$ cat config.mk
export PLATFORM = sky130hd
export DESIGN_NAME = shift_add_multiply_gen
export DESIGN_NICKNAME = d
export VERILOG_FILES = /design/src/rtl/shift_add_multiply_gen.sv
export SDC_FILE = /design/constraint.sdc
export NUM_CORES = 1
export LEC_CHECK = 0
export BUFFER_PORTS_ARGS = -buffer_cell sky130_fd_sc_hd__buf_2
export CORE_MARGIN = 3
export CORE_UTILIZATION = 40
export CTS_BUF_LIST = sky130_fd_sc_hd__clkbuf_16
export DETAILED_ROUTE_END_ITERATION = 10
export PLACE_DENSITY = 0.66
export SETUP_SLACK_MARGIN = 0.15
export SLEW_MARGIN = 20
export SYNTH_ARGS = -nofsm -noshare
export SYNTH_HDL_FRONTEND = slang
export SYNTH_SLANG_ARGS = --single-unit
$ cat constraint.sdc
create_clock -name clk -period 4.1 [get_ports clk]
set_clock_uncertainty 0.15 [all_clocks]
set_input_delay 0.82 -clock clk [delete_from_list [all_inputs] [get_ports clk]]
set_output_delay 0.82 -clock clk [all_outputs]
set_load 0.01 [all_outputs]
$ cat src/rtl/shift_add_multiply_gen.sv
// rtl/shift_add_multiply_gen.sv - parametrised sequential shift-and-add multiplier, signed/unsigned
module shift_add_multiply_gen #(
    parameter int WIDTH = 16
) (
    input  logic                 clk,
    input  logic                 rst,
    input  logic                 start,
    input  logic                 signed_mode,
    input  logic [WIDTH-1:0]     multiplier,
    input  logic [WIDTH-1:0]     multiplicand,
    output logic [2*WIDTH-1:0]   product,
    output logic                 ready,
    output logic                 done
);

    localparam int CW = $clog2(WIDTH + 1);
    localparam int PW = 2 * WIDTH;

    typedef enum logic [1:0] {S_IDLE, S_RUN, S_FIN} state_t;

    state_t            state_q, state_d;
    logic [PW-1:0]     acc_q, acc_d;
    logic [PW-1:0]     mcand_q, mcand_d;
    logic [PW-1:0]     product_q, product_d;
    logic [WIDTH-1:0]  mplier_q, mplier_d;
    logic [CW-1:0]     cnt_q, cnt_d;
    logic              neg_q, neg_d;
    logic              done_q, done_d;
    logic [WIDTH-1:0]  mag_a, mag_b;

    // Magnitudes in WIDTH bits; the most negative value maps onto itself as an unsigned 2^(W-1).
    assign mag_a = (signed_mode && multiplier[WIDTH-1])   ? (~multiplier + WIDTH'(1))   : multiplier;
    assign mag_b = (signed_mode && multiplicand[WIDTH-1]) ? (~multiplicand + WIDTH'(1)) : multiplicand;

    always_ff @(posedge clk) begin
        if (rst) begin
            state_q <= S_IDLE;
        end else begin
            state_q <= state_d;
        end
    end

    always_comb begin
        state_d = state_q;
        case (state_q)
            S_IDLE:  if (start) state_d = S_RUN;
            S_RUN:   if (cnt_q == CW'(1)) state_d = S_FIN;
            S_FIN:   state_d = S_IDLE;
            default: state_d = S_IDLE;
        endcase
    end

    always_comb begin
        acc_d     = acc_q;
        mcand_d   = mcand_q;
        mplier_d  = mplier_q;
        cnt_d     = cnt_q;
        neg_d     = neg_q;
        product_d = product_q;
        done_d    = 1'b0;
        case (state_q)
            S_IDLE: begin
                if (start) begin
                    acc_d    = '0;
                    mcand_d  = {{WIDTH{1'b0}}, mag_b};
                    mplier_d = mag_a;
                    neg_d    = signed_mode & (multiplier[WIDTH-1] ^ multiplicand[WIDTH-1]);
                    cnt_d    = CW'(WIDTH);
                end
            end
            S_RUN: begin
                if (mplier_q[0]) acc_d = acc_q + mcand_q;
                mcand_d  = mcand_q << 1;
                mplier_d = mplier_q >> 1;
                cnt_d    = cnt_q - CW'(1);
            end
            S_FIN: begin
                product_d = neg_q ? (~acc_q + PW'(1)) : acc_q;
                done_d    = 1'b1;
            end
            default: ;
        endcase
    end

    always_ff @(posedge clk) begin
        if (rst) begin
            acc_q     <= '0;
            mcand_q   <= '0;
            mplier_q  <= '0;
            cnt_q     <= '0;
            neg_q     <= 1'b0;
            product_q <= '0;
            done_q    <= 1'b0;
        end else begin
            acc_q     <= acc_d;
            mcand_q   <= mcand_d;
            mplier_q  <= mplier_d;
            cnt_q     <= cnt_d;
            neg_q     <= neg_d;
            product_q <= product_d;
            done_q    <= done_d;
        end
    end

    always_comb begin
        ready   = (state_q == S_IDLE);
        done    = done_q;
        product = product_q;
    end

endmodule
* After elaboration in Yosys (flattened, before gate mapping)
Cells that the tools add are included.
** Word-level totals
- Flip-flop bits (word level) :: 121
- Input port bits :: 36
- Output and inout bits :: 34
- Word-level logic and storage cells :: 48
** Cells by class
- Add/subtract/negate cells :: 5
- Eq/ne operators :: 6
- Mux-type cells :: 16
- Bitwise gates (word level) :: 5
- Reduce and logical (&&, ||, !) cells :: 8
** Operators by type and width (number)
- 32-bit 2-to-1 mux :: 4
- 32-bit one-hot mux with 2 select lines :: 2
- 16-bit 2-to-1 mux :: 3
- 16-bit by 1-bit adder with 16-bit output, second input constant :: 2
- 32-bit by 1-bit adder with 32-bit output, second input constant :: 1
- 32-bit adder :: 1
- 16-bit NOT :: 2
- 32-bit NOT :: 1
- 16-bit one-hot mux with 2 select lines :: 1
- 5-bit one-hot mux with 2 select lines :: 1
- 2-bit != test, second input constant :: 3
- 2-bit AND reduction :: 3
- 5-bit by 1-bit == test with 1-bit output, second input constant :: 1
- 5-bit 2-to-1 mux :: 1
- 5-bit by 1-bit subtractor with 5-bit output, second input constant :: 1
- 2-bit 2-to-1 mux :: 2
- 2-bit one-hot mux with 2 select lines :: 1
- 3-bit AND reduction :: 1
- 2-bit by 1-bit == test with 1-bit output, second input constant :: 1
- 2-bit == test, second input constant :: 1
- 1-bit logical AND :: 2
- 2-bit logical NOT :: 1
- 2-bit nonzero test :: 1
- 1-bit AND :: 1
- other kinds (2) :: 2

* Longest topological paths before layout
Gate-level depths: netlist (run 1).
- Depth after elaboration :: 5
- Depth in mapped cells :: 12
- Gate-level depth less buffers :: 12

* Worst setup path after synthesis (run 1)
No wires, ideal clock.
- Path type :: flip-flop to flip-flop
- Start :: register acc_q[0]
- End :: register acc_q[26]
- Setup time :: 0.117 ns
- Data arrival time :: 2.859 ns
- Data required time :: 3.833 ns
- Slack :: 0.974 ns
- Cell stages (with the launch flop) :: 13
- Path buffers :: 0
- Period minus slack after synthesis :: 3.126 ns
- Cell sequence :: dfxtp_1 > ha_1 > inv_1 > fa_1 > nor2b_1 > o211ai_1 > a21bo_2 > a21oi_1 > o221ai_1 > o31ai_1 > a31oi_1 > xnor2_1 > a22o_1
** On the way
- Longest elaborated chain between the ends :: 3
** RTL lines
- from (decl) :: line 22 : logic [PW-1:0] acc_q, acc_d;
- from (signal assigned) :: line 87 : acc_q <= '0;
- from (signal assigned) :: line 95 : acc_q <= acc_d;
- 32-bit adder :: line 72 : if (mplier_q[0]) acc_d = acc_q + mcand_q;
- 32-bit 2-to-1 mux :: line 72
- 32-bit one-hot mux with 2 select lines :: line 61 : case (state_q)
No other way between the ends. The select of a mux whose other input is x is not followed.
A chain may end at the register's enable or synchronous reset.

* Worst setup path in the final report (run 1)
Ends and elaborated chain as after synthesis.

==> results.sh, run 1 <==
export IMPL_ir_drop_uv=265.3
export IMPL_crit_path_max_fanout=5
export IMPL_synthDistinctLibCells=51
export IMPL_crit_arrival_ns=3.82
export IMPL_grt_max_degree=56
export IMPL_drcViolationCount=0
export IMPL_synth_seq_area_share_pct=34.57
export IMPL_cpPeakStageDelay_ns=0.66
export IMPL_place_hpwl_um=11950
export IMPL_crit_family="compound AO/OA/AOI/OAI gates"
export IMPL_post_route_period_util_pct=89.26
export IMPL_critPathLaunchType="flop"
export IMPL_drt_iter0_drc=294
export IMPL_cts_resized=0
export IMPL_rows=47
export IMPL_syn_avg_cell_area_um2=8.120
export IMPL_wl_per_cell_um=14.17
export IMPL_holdBufCountCts=0
export IMPL_hold_viol=0
export IMPL_start_util_pct=41.52
export IMPL_die_x_um=138.4
export IMPL_synth_edf_count=0
export IMPL_cts_setup_buffers=0
export IMPL_final_cell_area_um2=8041
export IMPL_instances_no_fill=1144
export IMPL_finalWirelength_um=16210
export IMPL_synth_ff_type="dfxtp_1"
export IMPL_n_fill_cell=1673
export IMPL_synth_seq_cells=121
export IMPL_dpl_cell_area_um2=7528
export IMPL_cts_tree="done"
export IMPL_crit_slowest_cell="o31ai_1"
export IMPL_drtAntennaViolNets=0
export IMPL_vias_per_cell=5.469
export IMPL_fp_dieH_um=138.4
export IMPL_cp_data_required_time_ns=4.26
export IMPL_layout_nets=984
export IMPL_synth_area_um2=7008
export IMPL_cts_buffer_depth=2
export IMPL_grt_use_total_pct=16.80
export IMPL_async_flop_share_pct=0
export IMPL_path_class="reg2reg"
export IMPL_pin_count=70
export IMPL_core_area_um2=16880
export IMPL_fmax_ghz=0.2732
export IMPL_drt_pass1_iterations=4
export IMPL_grt_pass1_vias=5679
export IMPL_hp_class="reg2reg"
export IMPL_tns_ns=0
export IMPL_outcome="completed"
export IMPL_p_leak_nw=3.393
export IMPL_yosys_warnings=0
export IMPL_cap_violations=0
export IMPL_clk_latency_ns=0.42
export IMPL_min_period_ns=3.660
export IMPL_crit_buf_inv=1
export IMPL_synth_nets=936
export IMPL_cts_sinks=121
export IMPL_grt_pass1_wl_um=27260
export IMPL_setup_viol=0
export IMPL_gr_total_overflow=0
export IMPL_antenna_found_initial=2
export IMPL_cts_inserted_buffers=17
export IMPL_tightestPinTransition_ns=0.9774
export IMPL_crit_path_cell_trace="ha_1 -> inv_1 -> fa_1 -> nor2b_1 -> o211ai_1 -> a21bo_2 -> a21oi_1 -> o221ai_1 -> o31ai_1 -> a31oi_1 -> xnor2_1 -> a22o_1"
export IMPL_antenna_cells=0
export IMPL_final_util_pct=47.65
export IMPL_power_density_nw_per_um2=353.7
export IMPL_vias=6256
export IMPL_clock_root_buffer="clkbuf_16"
export IMPL_rsz0062_at_grt="no"
export IMPL_htreeDepth=4
export IMPL_crit_path_end_kind="flop"
export IMPL_io_buffers=69
export IMPL_die_area_um2=19140
export IMPL_drive_above_1_share_pct=13.10
export IMPL_clk_pin_slew_ns=0.05
export IMPL_max_slew_margin_pct=34.84
export IMPL_numPlacedInstances=1112
export IMPL_slew_violations=0
export IMPL_areaGrowthSynthToFinish_pct=14.75
export IMPL_synth_cells=863
export IMPL_place_congestion=0.8856
sequential cells by signal, summed over array words and instances (netlist names):
| register | flops |
|---|---|
| mcand_q | 32 |
| state_q | 2 |
| acc_q | 32 |
| product | 32 |
| done | 1 |
| mplier_q | 16 |
| cnt_q | 5 |
| neg_q | 1 |
layout by cell type, fill, tap and decap left out, types with 4 or more instances in the layout:
master / instances
o21ai_0: 31
xnor2_1: 30
a21o_1: 19
buf_4: 9
nor4_1: 5
inv_1: 17
o21a_1: 5
ha_1: 36
a31oi_1: 12
a21oi_1: 93
nor2_1: 76
clkinvlp_4: 5
a22oi_1: 39
or4_1: 7
clkbuf_16: 17
or3_1: 7
xor2_1: 48
and2_1: 7
nand2_1: 86
a211oi_1: 32
nor3_1: 13
nor2b_1: 6
clkinv_2: 6
nand2b_1: 10
nand3_1: 33
o41ai_1: 4
dfxtp_1: 121
a22o_1: 15
o31ai_1: 13
and3_1: 10
buf_2: 68
synthesized netlist by cell type (all sizes together), types with 5 or more instances:
cell	n	share of area [%]
a21o	19	2.0
nor2b	8	0.71
nand2	86	4.6
ha	36	6.4
xnor2	30	3.7
a31oi	12	1.1
o41ai	6	1.1
a22o	15	1.9
nor3	13	0.93
clkbuf	44	2.4
a211oi	32	3.4
nor2	77	4.1
nand3	33	2.4
nand2b	10	0.89
nor4	5	0.45
o21a	5	0.54
xor2	48	6.0
or3	8	0.79
inv	17	0.91
and2	7	0.62
o31ai	13	1.4
o21ai	31	2.2
or4	9	1.1
dfxtp	121	35
a22oi	39	4.2
a21oi	93	6.6
and3	10	0.89
worst register-to-register path, cell delays in order, from the launching register on:
cell and delay [ns]:
dfxtp_1 0.41, ha_1 0.22, inv_1 0.06, fa_1 0.38, nor2b_1 0.21, o211ai_1 0.12, a21bo_2 0.23, a21oi_1 0.25
o221ai_1 0.30, o31ai_1 0.66, a31oi_1 0.20, xnor2_1 0.16, a22o_1 0.19
power by group:
group	switching (W)	internal (W)	leakage (nW)	total (W)
registers	0.0000319	0.00122	0.981	0.00125
clock network	0.000534	0.000754	0.243	0.00129
logic	0.000192	0.000116	2.17	0.000308
cell type report:
cell class	instances	area, um2	area share (%)
flip-flops and latches	121	2422	30.12
repair buffers	77	407.9	5.072
well taps	220	275.3	3.423
clock inverters	15	87.58	1.089
inverters	17	63.81	0.7935
multi-input cells	677	4359	54.21
clock buffers	17	425.4	5.290
layer usage:
metal	GRT usage, %	up-vias	routed length (um)
met2	25.18	141	6788
met4	6.084	4	301
met1	23.22	2829	8270
li1	-	3256	-
met5	0	-	19
met3	4.558	26	827
per-stage QoR:
stage	power [W]	hold slack [ns]	worst slack [ns]
finish	0.002844	0.3035	0.4403
global route	0.002968	0.3404	0.1994
CTS	0.002871	0.3065	0.4741
detailed placement	0.001582	0.2983	0.5020
global placement	0.001578	0.2863	0.6230
floorplan	0.001488	0.2816	0.9743
path summary, 6_finish.rpt:
| kind | startpoint | to | slack [ns] | depth (start not counted) |
|---|---|---|---|---|
| min reg2reg | product[26]$_SDFFE_PP0P_ | product[26]$_SDFFE_PP0P_ | 0.30 | 2 |
| max reg2reg | acc_q[0]$_SDFFE_PP0P_ | acc_q[26]$_SDFFE_PP0P_ | 0.44 | 12 |
| max | acc_q[0]$_SDFFE_PP0P_ | acc_q[26]$_SDFFE_PP0P_ | 0.44 | 12 |
| min | product[26]$_SDFFE_PP0P_ | product[26]$_SDFFE_PP0P_ | 0.30 | 2 |
cell families (layout without fill, tap and decap cells):
logic type,count (synthesis),in the layout,share of synthesized area [%]
xor gates and xnor gates,78,78,9.748
buffers and inverters,65,126,3.481
and+or+nand+nor,276,276,18.46
adders and majority gates,37,37,6.713
AOI/OAI and AO/OA,285,285,26.89
muxes,1,1,0.1428
DFF,121,121,34.57
No activity file was read; power rests on OpenSTA's default activity.
==> run 2: changes to the inputs <==
--- a/config.mk
+++ b/config.mk
@@ -6,11 +6,13 @@
 export NUM_CORES = 1
 export LEC_CHECK = 0
 export BUFFER_PORTS_ARGS = -buffer_cell sky130_fd_sc_hd__buf_2
+export CELL_PAD_IN_SITES_DETAIL_PLACEMENT = 0
+export CELL_PAD_IN_SITES_GLOBAL_PLACEMENT = 1
 export CORE_MARGIN = 3
 export CORE_UTILIZATION = 40
 export CTS_BUF_LIST = sky130_fd_sc_hd__clkbuf_16
 export DETAILED_ROUTE_END_ITERATION = 10
-export PLACE_DENSITY = 0.66
+export PLACE_DENSITY = 0.81
 export SETUP_SLACK_MARGIN = 0.15
 export SLEW_MARGIN = 20
 export SYNTH_ARGS = -nofsm -noshare
==> results.sh, run 2 (synthesized netlist as in run 1, its figures left out) <==
export IMPL_outcome="completed"
export IMPL_start_util_pct=41.52
export IMPL_clk_latency_ns=0.42
export IMPL_grt_pass1_vias=5685
export IMPL_drcViolationCount=0
export IMPL_min_period_ns=3.638
export IMPL_setup_ws_ns=0.4616
export IMPL_pre_cts_ws_ns=0.4967
export IMPL_cts_setup_buffers=0
export IMPL_power_density_nw_per_um2=369.1
export IMPL_setup_viol=0
export IMPL_critPathLaunchType="flop"
export IMPL_antenna_found_initial=1
export IMPL_pin_count=70
export IMPL_slew_violations=0
export IMPL_place_congestion=0.8885
export IMPL_n_fill_cell=1702
export IMPL_worstHoldStart="product[26]$_SDFFE_PP0P_"
export IMPL_cts_sinks=121
export IMPL_holdBufCountCts=0
export IMPL_hold_viol=0
export IMPL_fmax_ghz=0.2748
export IMPL_cp_data_required_time_ns=4.26
export IMPL_io_buffers=69
export IMPL_drt_pass1_iterations=6
export IMPL_wl_per_cell_um=14.16
export IMPL_layout_commonest_cell="dfxtp_1"
export IMPL_crit_arrival_ns=3.80
export IMPL_drt_iter0_drc=363
export IMPL_tightestPinTransition_ns=1.025
export IMPL_tns_ns=0
export IMPL_finalWirelength_um=16190
export IMPL_grt_use_total_pct=17.02
export IMPL_vias=6113
export IMPL_crit_path_max_fanout=5
export IMPL_die_x_um=138.4
export IMPL_fp_dieH_um=138.4
export IMPL_post_route_period_util_pct=88.74
export IMPL_rows=47
export IMPL_cts_resized=0
export IMPL_hp_class="reg2reg"
export IMPL_vias_per_cell=5.348
export IMPL_antenna_cells=0
export IMPL_max_slew_margin_pct=31.47
export IMPL_regArea_um2=2422
export IMPL_p_leak_nw=3.442
export IMPL_hold_depth=2
export IMPL_areaGrowthSynthToFinish_pct=15.52
export IMPL_holdPathEnd="product[26]$_SDFFE_PP0P_"
export IMPL_drtAntennaViolNets=0
export IMPL_rrSetupSlack_ns=0.46
export IMPL_multi_input_area_um2=4359
export IMPL_layout_nets=984
export IMPL_crit_path_end_kind="flop"
export IMPL_die_area_um2=19140
export IMPL_grt_pass1_wl_um=27590
export IMPL_drive_above_1_share_pct=12.78
export IMPL_cp_startpoint="acc_q[0]$_SDFFE_PP0P_"
export IMPL_core_area_um2=16880
export IMPL_cts_inserted_buffers=17
export IMPL_reg2reg_depth=12
export IMPL_final_cell_mix="dfxtp_1 (121), a21oi_1 (93), nand2_1 (86), nor2_1 (76), buf_2 (68)"
export IMPL_clock_root_buffer="clkbuf_16"
export IMPL_cts_tree="done"
export IMPL_grt_max_degree=58
export IMPL_r2r_start="acc_q[0]$_SDFFE_PP0P_"
export IMPL_ir_drop_uv=260.1
export IMPL_timing_rr_end="acc_q[24]$_SDFFE_PP0P_"
export IMPL_rsz0062_at_grt="no"
export IMPL_cts_buffer_depth=2
export IMPL_path_class="reg2reg"
export IMPL_gr_total_overflow=0
export IMPL_clk_pin_slew_ns=0.05
export IMPL_whs_ns=0.2994
export IMPL_htreeDepth=4
export IMPL_place_hpwl_um=12010
export IMPL_cap_violations=0
run 2: cell count changes in the layout (fill, tap and decap cells not counted):
cell	before	now
clkinvlp_4	5	1
bufinv_16	0	3
inv_1	17	20
clkinv_4	1	0
clkinv_1	3	2
clkinv_2	6	5
run 2: layer usage:
layer	GRT usage, %	vias to the layer above	part of all wire, %
met1	23.94	2730	52
li1	-	3252	-
met3	4.489	16	5.5
met2	25.31	113	41
met4	5.824	2	1.3
met5	0	-	0.080
run 2: critical path: stages (launching register included):
cell,delay (ns)
dfxtp_1,0.40
ha_1,0.22
inv_1,0.06
fa_1,0.38
nor2b_1,0.22
o211ai_1,0.12
a21bo_2,0.23
a21oi_1,0.24
o221ai_1,0.28
o31ai_1,0.67
a31oi_1,0.20
xnor2_1,0.16
a22o_1,0.19
run 2: stage by stage:
stage	cell area [um2]	total power [W]	instances	util, %
6_report	8095	0.002988	1143	47.97
5_1_grt	8095	0.003126	1143	47.97
4_1_cts	8095	0.003025	1143	47.97
3_5_place_dp	7528	0.001584	1112	44.61
3_3_place_gp	7528	0.001582	1112	44.61
2_1_floorplan	7008	0.001488	863	-
run 2: cell type report:
class                      count  area share (%)
sequential                   121           29.92
clock buffer                  17           5.255
tap                          220           3.400
timing repair buffer          77           5.039
multi-input combinational    677           53.85
inverter                      17          0.7883
clock inverter                14           1.747
run 2: how the worst max path moves through the flow:
stage          slack [ns]                endpoint
6_report             0.46  acc_q[24]$_SDFFE_PP0P_
5_1_grt              0.31  acc_q[26]$_SDFFE_PP0P_
4_1_cts              0.46  acc_q[28]$_SDFFE_PP0P_
3_5_place_dp         0.50  acc_q[28]$_SDFFE_PP0P_
3_3_place_gp         0.62  acc_q[26]$_SDFFE_PP0P_
2_1_floorplan        0.97  acc_q[26]$_SDFFE_PP0P_
run 2: where the power goes:
group	internal, W	switching [W]	leakage (nW)
clock network	0.000931	0.000499	0.291
logic	0.000116	0.000194	2.17
registers	0.00122	0.0000316	0.981
total	0.00226	0.000725	3.44
==> run 3: changes to the inputs <==
--- a/config.mk
+++ b/config.mk
@@ -5,15 +5,17 @@
 export SDC_FILE = /design/constraint.sdc
 export NUM_CORES = 1
 export LEC_CHECK = 0
+export ABC_AREA = 1
 export BUFFER_PORTS_ARGS = -buffer_cell sky130_fd_sc_hd__buf_2
 export CELL_PAD_IN_SITES_DETAIL_PLACEMENT = 0
 export CELL_PAD_IN_SITES_GLOBAL_PLACEMENT = 1
-export CORE_MARGIN = 3
+export CORE_MARGIN = 4
 export CORE_UTILIZATION = 40
 export CTS_BUF_LIST = sky130_fd_sc_hd__clkbuf_16
 export DETAILED_ROUTE_END_ITERATION = 10
-export PLACE_DENSITY = 0.81
+export PLACE_DENSITY = 0.85
 export SETUP_SLACK_MARGIN = 0.15
+export SKIP_LAST_GASP = 1
 export SLEW_MARGIN = 20
 export SYNTH_ARGS = -nofsm -noshare
 export SYNTH_HDL_FRONTEND = slang
==> results.sh, run 3 <==
export IMPL_place_hpwl_um=18550
export IMPL_final_cell_mix="nand2_1 (409), inv_1 (197), nor2_1 (136), dfxtp_1 (121), nand3_1 (115)"
export IMPL_vias=8717
export IMPL_cts_setup_buffers=0
export IMPL_comb_power_share_pct=15.7
export IMPL_grt_pass1_vias=8089
export IMPL_antenna_found_initial=0
export IMPL_yosys_warnings=0
export IMPL_pin_count=70
export IMPL_hold_viol=0
export IMPL_synth_area_um2=8444
export IMPL_fmax_ghz=0.3750
export IMPL_cts_sinks=121
export IMPL_clk_pin_slew_ns=0.05
export IMPL_path_class="reg2reg"
export IMPL_synth_cells=1386
export IMPL_htreeDepth=4
export IMPL_wl_per_cell_um=13.96
export IMPL_power_density_nw_per_um2=324.5
export IMPL_tns_ns=0
export IMPL_cap_violations=0
export IMPL_cp_data_required_time_ns=4.30
export IMPL_tightestPinTransition_ns=0.8898
export IMPL_crit_path_max_fanout=52
export IMPL_critPathLaunchType="flop"
export IMPL_syn_avg_cell_area_um2=6.093
export IMPL_rsz0062_at_grt="no"
export IMPL_slew_violations=0
export IMPL_clk_latency_ns=0.42
export IMPL_cts_resized=0
export IMPL_synthDistinctLibCells=45
export IMPL_clock_root_buffer="clkbuf_16"
export IMPL_synth_edf_count=0
export IMPL_hp_class="reg2reg"
export IMPL_max_slew_margin_pct=40.59
export IMPL_crit_path_end_kind="flop"
export IMPL_final_cell_area_um2=9488
export IMPL_die_area_um2=23500
export IMPL_areaGrowthSynthToFinish_pct=12.36
export IMPL_core_area_um2=20490
export IMPL_grt_max_degree=56
export IMPL_setup_viol=0
export IMPL_outcome="completed"
export IMPL_cts_tree="done"
export IMPL_yosysMostFrequentCell="nand2_1"
export IMPL_finalPower_w=0.003079
export IMPL_fp_dieH_um=153.3
export IMPL_die_x_um=153.3
export IMPL_start_util_pct=41.20
export IMPL_sequentialPowerShare_pct=41.4
export IMPL_drt_pass1_iterations=7
export IMPL_p_leak_nw=4.840
export IMPL_place_congestion=0.8893
export IMPL_layout_nets=1508
export IMPL_synth_seq_cells=121
export IMPL_synth_common_cells="nand2_1 (409), inv_1 (197), nor2_1 (136)"
export IMPL_io_buffers=69
export IMPL_cts_buffer_depth=2
export IMPL_layout_commonest_cell="nand2_1"
export IMPL_crit_arrival_ns=2.86
export IMPL_synth_nets=1459
export IMPL_yosys_top_cells_area="dfxtp_1 (29%), nand2_1 (18%), inv_1 (8.8%)"
export IMPL_min_period_ns=2.667
export IMPL_p_sw_w=0.0008879
export IMPL_rows=52
export IMPL_post_route_period_util_pct=65.04
export IMPL_drtAntennaViolNets=0
export IMPL_dpl_cell_area_um2=8975
export IMPL_drt_iter0_drc=484
export IMPL_internal_power_w=0.002191
export IMPL_ir_drop_uv=242.1
export IMPL_holdBufCountCts=0
export IMPL_pwr_share_clk_pct=42.9
export IMPL_drive_above_1_share_pct=9.896
export IMPL_synth_seq_area_share_pct=28.69
export IMPL_yosysTopAreaCell="dfxtp_1"
export IMPL_synth_ff_type="dfxtp_1"
export IMPL_gr_total_overflow=0
export IMPL_synth_top_area_share_pct=28.69
export IMPL_grt_use_total_pct=20.20
export IMPL_antenna_cells=0
export IMPL_cts_inserted_buffers=17
export IMPL_vias_per_cell=5.083
export IMPL_finalWirelength_um=23950
export IMPL_grt_pass1_wl_um=39310
export IMPL_p_sw_share_pct=28.84
export IMPL_drcViolationCount=0
export IMPL_async_flop_share_pct=0
-- run 3: layer usage --
metal	vias to the layer above	share of wire, %	track usage, %
li1	4586	-	-
met1	3923	46	25.77
met2	175	48	35.04
met3	33	4.1	3.110
met4	0	2.1	6.364
met5	-	0	0
-- run 3: final cells by class --
type / count / area, um2
well taps: 270 / 337.8
clock buffers: 17 / 425.4
fillers: 2254 / 11010
multi-input cells: 1014 / 5052
repair buffers: 74 / 385.4
clock inverters: 12 / 87.58
inverters: 207 / 777.0
flip-flops and latches: 121 / 2422
-- run 3: power groups by stage --
stage	combinational [W]	sequential [W]	clock (W)
2_1_floorplan	0.000363	0.00129	0
3_5_place_dp	0.000481	0.00130	0
4_1_cts	0.000484	0.00127	0.00134
3_3_place_gp	0.000476	0.00130	0
6_report	0.000482	0.00127	0.00132
5_1_grt	0.000547	0.00128	0.00140
-- run 3: cells by family after synthesis --
kind of cell    share of synthesized area [%]
compound gates                          15.81
xor+xnor                                1.452
fa+ha+maj                               5.571
buf+inv                                 11.60
flops                                   28.69
simple gates                            36.88
-- run 3: metrics by stage --
stage,hold slack [ns],util [%],setup WS [ns],std cells
after floorplan,0.2832,-,2.077,1386
after global placement,0.3034,43.77,1.076,1686
after detailed placement,0.3034,43.79,1.464,1686
after CTS,0.3197,46.29,1.452,1715
after global routing,0.3510,46.29,1.057,1715
final,0.3247,46.29,1.433,1715
-- run 3: worst paths after layout --
path                                               from                endpoint  slack (ns)  depth (start not counted)
worst max register to register  state_q[1]$_SDFFE_PP0P_  acc_q[12]$_SDFFE_PP0P_        1.43                          9
worst max-delay path            state_q[1]$_SDFFE_PP0P_  acc_q[12]$_SDFFE_PP0P_        1.43                          9
worst min-delay path              cnt_q[4]$_SDFFE_PP0P_   cnt_q[4]$_SDFFE_PP0P_        0.32                          1
worst min register to register    cnt_q[4]$_SDFFE_PP0P_   cnt_q[4]$_SDFFE_PP0P_        0.32                          1
-- run 3: critical path: stages, from the launching register on --
cell	delay, ns
dfxtp_1	0.31
inv_1	0.10
nand2_1	0.11
inv_2	0.66
nand2_1	0.24
inv_2	0.28
buf_4	0.32
o21ai_0	0.14
a21o_1	0.17
a21oi_1	0.10
